`config.mk`:
```
export PLATFORM = sky130hd
export DESIGN_NAME = shift_reg_74194_ctrl
export DESIGN_NICKNAME = d
export VERILOG_FILES = /design/src/rtl/shift_reg_74194_ctrl.sv
export SDC_FILE = /design/constraint.sdc
export NUM_CORES = 1
export LEC_CHECK = 0
export BUFFER_PORTS_ARGS = -buffer_cell sky130_fd_sc_hd__buf_4
export CAP_MARGIN = 20
export CORE_ASPECT_RATIO = 0.9
export CORE_UTILIZATION = 52
export CTS_CLUSTER_SIZE = 20
export DETAILED_ROUTE_END_ITERATION = 6
export HOLD_SLACK_MARGIN = 0.15
export PLACE_DENSITY = 0.87
export SYNTH_ARGS = -nofsm -noshare
export SYNTH_HDL_FRONTEND = slang
export SYNTH_SLANG_ARGS = --single-unit
```
`constraint.sdc`:
```
create_clock -name CLK -period 3.2 [get_ports CLK]
set_input_delay 0.32 -clock CLK [delete_from_list [all_inputs] [get_ports CLK]]
set_output_delay 0.32 -clock CLK [all_outputs]
set_load 0.03 [all_outputs]
```
`src/rtl/shift_reg_74194_ctrl.sv`:
```
// Command sequencer for one 4-bit 74194-style bidirectional shift register.
// Accepts one operation at a time over valid/ready. It steps the register
// through the operation on the shared clock, then reports the final Q.
module shift_reg_74194_ctrl (
    input  logic       CLK,
    input  logic       CLR,
    input  logic       CMD_VALID,
    output logic       CMD_READY,
    input  logic [2:0] CMD_OP,
    input  logic [3:0] CMD_DATA,
    input  logic [2:0] CMD_CNT,
    input  logic       CMD_SIN,
    input  logic [3:0] REG_Q,
    output logic [1:0] REG_S,
    output logic [3:0] REG_DI,
    output logic       REG_SL_SER,
    output logic       REG_SR_SER,
    output logic       REG_CLR_N,
    output logic       BUSY,
    output logic       DONE,
    output logic [3:0] RESULT,
    output logic       ERR
);

    localparam int unsigned DATA_W = 4;
    localparam int unsigned CNT_W  = 3;
    localparam int unsigned OP_W   = 3;
    localparam int unsigned MODE_W = 2;

    typedef enum logic [OP_W-1:0] {
        OP_NOP   = 3'b000,
        OP_LOAD  = 3'b001,
        OP_SHL   = 3'b010,
        OP_SHR   = 3'b011,
        OP_ROTL  = 3'b100,
        OP_ROTR  = 3'b101,
        OP_CLEAR = 3'b110,
        OP_RSVD  = 3'b111
    } op_e;

    typedef enum logic [1:0] {
        ST_IDLE    = 2'b00,
        ST_EXEC    = 2'b01,
        ST_CAPTURE = 2'b10
    } state_e;

    // Register mode pin encodings
    localparam logic [MODE_W-1:0] MODE_HOLD = 2'b00;
    localparam logic [MODE_W-1:0] MODE_UP   = 2'b01;
    localparam logic [MODE_W-1:0] MODE_DOWN = 2'b10;
    localparam logic [MODE_W-1:0] MODE_LOAD = 2'b11;

    // Number of clocked register steps an opcode needs
    function automatic logic [CNT_W-1:0] step_count(input op_e op, input logic [CNT_W-1:0] cnt);
        logic [CNT_W-1:0] n;
        n = '0;
        case (op)
            OP_LOAD, OP_CLEAR:               n = CNT_W'(1);
            OP_SHL, OP_SHR, OP_ROTL, OP_ROTR: n = cnt;
            default:                          n = '0;
        endcase
        return n;
    endfunction

    // Register mode pins used while an opcode is executing
    function automatic logic [MODE_W-1:0] op_mode(input op_e op);
        logic [MODE_W-1:0] m;
        m = MODE_HOLD;
        case (op)
            OP_LOAD:          m = MODE_LOAD;
            OP_SHL, OP_ROTL:  m = MODE_UP;
            OP_SHR, OP_ROTR:  m = MODE_DOWN;
            default:          m = MODE_HOLD;
        endcase
        return m;
    endfunction

    state_e              state, state_d;
    op_e                 op_q, op_d;
    logic                sin_q, sin_d;
    logic [CNT_W-1:0]    rem_q, rem_d;
    logic [MODE_W-1:0]   s_d;
    logic [DATA_W-1:0]   di_d;
    logic                clr_n_d;
    logic                done_d;
    logic                err_d;
    logic [DATA_W-1:0]   result_d;
    op_e                 cmd_op;
    logic [CNT_W-1:0]    cmd_steps;

    assign cmd_op    = op_e'(CMD_OP);
    assign cmd_steps = step_count(cmd_op, CMD_CNT);

    // Handshake and status decode straight from the state register
    assign CMD_READY = (state == ST_IDLE);
    assign BUSY      = (state != ST_IDLE);

    // Serial fill: rotates recirculate the outgoing bit, shifts use the latched fill bit
    assign REG_SL_SER = (op_q == OP_ROTL) ? REG_Q[DATA_W-1] : sin_q;
    assign REG_SR_SER = (op_q == OP_ROTR) ? REG_Q[0]        : sin_q;

    // Next-state and next-output logic
    always_comb begin
        state_d  = state;
        op_d     = op_q;
        sin_d    = sin_q;
        rem_d    = rem_q;
        s_d      = REG_S;
        di_d     = REG_DI;
        clr_n_d  = 1'b1;
        done_d   = 1'b0;
        err_d    = 1'b0;
        result_d = RESULT;

        case (state)
            ST_IDLE: begin
                if (CMD_VALID) begin
                    op_d  = cmd_op;
                    sin_d = CMD_SIN;
                    rem_d = cmd_steps;
                    if (cmd_op == OP_LOAD) begin
                        di_d = CMD_DATA;
                    end
                    if (cmd_steps == '0) begin
                        // Nothing to clock into the register; report current Q
                        state_d = ST_CAPTURE;
                        s_d     = MODE_HOLD;
                        err_d   = (cmd_op == OP_RSVD);
                    end else begin
                        state_d = ST_EXEC;
                        s_d     = op_mode(cmd_op);
                        clr_n_d = (cmd_op != OP_CLEAR);
                    end
                end
            end

            ST_EXEC: begin
                // Each edge in EXEC performs one register step; the last one returns to hold
                if (rem_q <= CNT_W'(1)) begin
                    rem_d   = '0;
                    s_d     = MODE_HOLD;
                    state_d = ST_CAPTURE;
                end else begin
                    rem_d = rem_q - CNT_W'(1);
                end
            end

            ST_CAPTURE: begin
                result_d = REG_Q;
                done_d   = 1'b1;
                state_d  = ST_IDLE;
            end

            default: begin
                state_d = ST_IDLE;
                s_d     = MODE_HOLD;
            end
        endcase
    end

    // State and registered outputs; reset abandons any command and clears the register
    always_ff @(posedge CLK) begin
        if (CLR) begin
            state     <= ST_IDLE;
            op_q      <= OP_NOP;
            sin_q     <= 1'b0;
            rem_q     <= '0;
            REG_S     <= MODE_HOLD;
            REG_DI    <= '0;
            REG_CLR_N <= 1'b0;
            DONE      <= 1'b0;
            ERR       <= 1'b0;
            RESULT    <= '0;
        end else begin
            state     <= state_d;
            op_q      <= op_d;
            sin_q     <= sin_d;
            rem_q     <= rem_d;
            REG_S     <= s_d;
            REG_DI    <= di_d;
            REG_CLR_N <= clr_n_d;
            DONE      <= done_d;
            ERR       <= err_d;
            RESULT    <= result_d;
        end
    end

endmodule

```
==> flow_summary.yaml <==
clock_network:
  holdBufCountCts: 0
  clk_pin_slew_ps: 130
  root_buffer: "clkbuf_4"
  clk_latency_ps: 320
  cts.repair.resized: 0
  cts.htree.levels: 1
  postCtsSetupBuffers: 0
  clockBufferDepth: 2
  clock_sinks: 22
  numCtsBuffers: 3
  cts_tree: "built"
synth:
  netlist.top_cell.by_area: "dfxtp_1"
  synth_warnings: 0
  synthTopCellsByCount: "dfxtp_1 (22), nor2_1 (18), mux2i_1 (12)"
  syn-instance-count: 116
  synth_edf_count: 0
  async_reset_ff_frac: 0
  syn_area_mm2: 0.00107
  ys_seq_area_frac: 0.412
  syn_avg_cell_area_um2: 9.22
  synth_area_leaders: "dfxtp_1 (41%), mux2i_1 (11%), nor2_1 (6.3%)"
  ys_seq_elements: 22
  ys.flop_type: "dfxtp_1"
  yosysTopAreaCellShare: 0.412
  yosysMostFrequentCell: "dfxtp_1"
  ys_types: 35
  syn_nets: 136
critical_path:
  start_kind: "flip-flop"
  max_stage_delay_ps: 530
  timing.critical_path.fanout_max: 14
  crit_required_ps: 3420
  crit_type: "reg -> reg"
  arrival_ps: 2060
  crit_slowest_cell: "or3b_1"
  critical_path_buf_inv_count: 0
  r2r_setup_slack_ps: 1360
  crit_cells: 4
  critPathTopFamily: "simple AND/OR/NAND/NOR gates"
  critical_path.startpoint: "state[0]$_SDFFE_PP0P_"
  reg2reg_depth: 4
  critPathCaptureType: "flip-flop"
  r2r-end: "REG_DI[1]$_SDFFE_PP0P_"
  worst_r2r_startpoint: "state[0]$_SDFFE_PP0P_"
  endpoint: "REG_DI[1]$_SDFFE_PP0P_"
  cpMostUsedCell: "or3b_1"
  crit_chain: "or3b_1, or3b_1, mux2i_1, nor2_1"
drt:
  wire_per_inst_um: 13.2
  drt-total-wl_um: 2270
  drt_iter0_markers: 25
  route.detailed.drc: 0
  postRouteAntennaNets: 0
  viasPerCell: 5.47
  dr.pass1.iters: 4
  route.vias.total: 941
timing:
  clock_skew_ps: 2.74
  relSlewSlack: 0.603
  fin_crit_sh: 0.574
  tightestPinTransition_ps: 590
  hold_violations: 0
  tns_ps: 0
  setup_viol: 0
  rsz0062_at_grt: "no"
  finalMaxSlewViolations: 0
  fin_crit_ps: 1840
  whs_ps: 227
  fmax_mhz: 544
layout:
  num_antenna_cells: 0
  multi_input_area_um2: 569
  fill_cells: 145
  nNetsFinal: 168
  post-route-util: 0.707
  design_area_mm2: 0.00137
  drive_gt1_frac: 0.313
  regArea_um2: 440
  syn2layout_area_growth_pct: 27.8
floorplan:
  core-area_mm2: 0.00193
  start_util: 0.553
  die_y_um: 45.0
  pin_count: 35
  die_width_um: 49.8
  die_area_mm2: 0.00224
  rows: 15
min_path:
  hp-class: "in -> reg"
pwr:
  pwr_density_cell_mw_per_mm2: 496
  ir_drop_uv: 332
  leakagePower_uw: 0.000621
job:
  drv_cap: 0
place:
  io_buffer_count: 34
  hpwl_um: 1690
  postPlaceCellArea_mm2: 0.00132
  globalplace.congestion: 0.817
global_route:
  grt_pass1_wl_um: 3570
  grt_max_degree: 22
  globalRoute.totalOverflow: 0
  grt_pass1_vias: 860
  track_usage: 0.216
  antenna_found_initial: 0
outcome:
  status: "completed"
logic make-up (layout without fill, tap and decap cells):
group,Yosys count,in the layout,share of synthesized area
compound gates,20,20,0.140
xor+xnor,1,1,0.00819
fa+ha+maj,2,2,0.0234
buf+inv,12,43,0.0561
flops,22,22,0.412
mux,14,14,0.133
simple gates,45,45,0.227
worst min path at each step:
| stage | startpoint | to | slack, ps | cells past startpoint |
|---|---|---|---|---|
| finish | CMD_DATA[3] | REG_DI[3]$_SDFFE_PP0P_ | 230 | 3 |
| detailed placement | sin_q$_SDFFE_PP0P_ | sin_q$_SDFFE_PP0P_ | 480 | 2 |
| CTS | CMD_DATA[2] | REG_DI[2]$_SDFFE_PP0P_ | 230 | 3 |
| global route | CMD_DATA[3] | REG_DI[3]$_SDFFE_PP0P_ | 230 | 3 |
| floorplan | CMD_OP[0] | REG_CLR_N$_SDFF_PP0_ | 440 | 2 |
| global placement | RESULT[3]$_SDFFE_PP0P_ | RESULT[3]$_SDFFE_PP0P_ | 480 | 2 |
state kept, by name, summed over array words and instances, names as in the netlist:
register	cells
DONE	1
ERR	1
REG_CLR_N	1
REG_DI	4
REG_S	2
RESULT	4
op_q	3
rem_q	3
sin_q	1
state	2
power by group:
group | switching (µW) | leakage (µW) | internal (µW)
registers | 15.1 | 0.000180 | 291
clock network | 91.2 | 0.0000279 | 127
logic | 83.0 | 0.000413 | 71.6
total | 189 | 0.000621 | 489
worst min-delay path, delay by kind of cell:
kind                   cells  cell delay (ps)
and+or+nand+nor            1               70
buffers and inverters      1               70
muxes                      1               50
layout by cell type (no fill, tap or decap), drive strengths merged, types with 3 or more instances in the layout:
cell / instances
or3b: 3
inv: 5
nor3b: 3
mux2i: 12
nor2b: 5
nor2: 18
dfxtp: 22
nand2: 3
clkbuf: 3
buf: 34
o21ai: 4
nand3: 3
per-layer routing:
metal / part of all wire / wire length (µm) / global-route usage / up-vias
li1: - / - / - / 472
met1: 0.47 / 1060 / 0.258 / 435
met2: 0.47 / 1080 / 0.359 / 28
met3: 0.038 / 87 / 0.0471 / 6
met4: 0.020 / 45 / 0.137 / 0
met5: 0 / 0 / 0 / -
per-stage QoR:
stage                     total power (µW)  setup WS [ps]  instances
final                                  679           1360        172
after global routing                   705           1250        172
after CTS                              680           1360        172
after detailed placement               466           1380        168
after global placement                 462           1430        168
after floorplan                        416           1560        116
area by class of cell:
type                    instances  area share
flip-flops and latches         22       0.322
repair buffers                 34       0.187
clock buffers                   3      0.0165
multi-input cells              82       0.416
clock inverters                 1      0.0220
inverters                       5      0.0137
well taps                      25      0.0229
(Power assumes the default switching activity.)
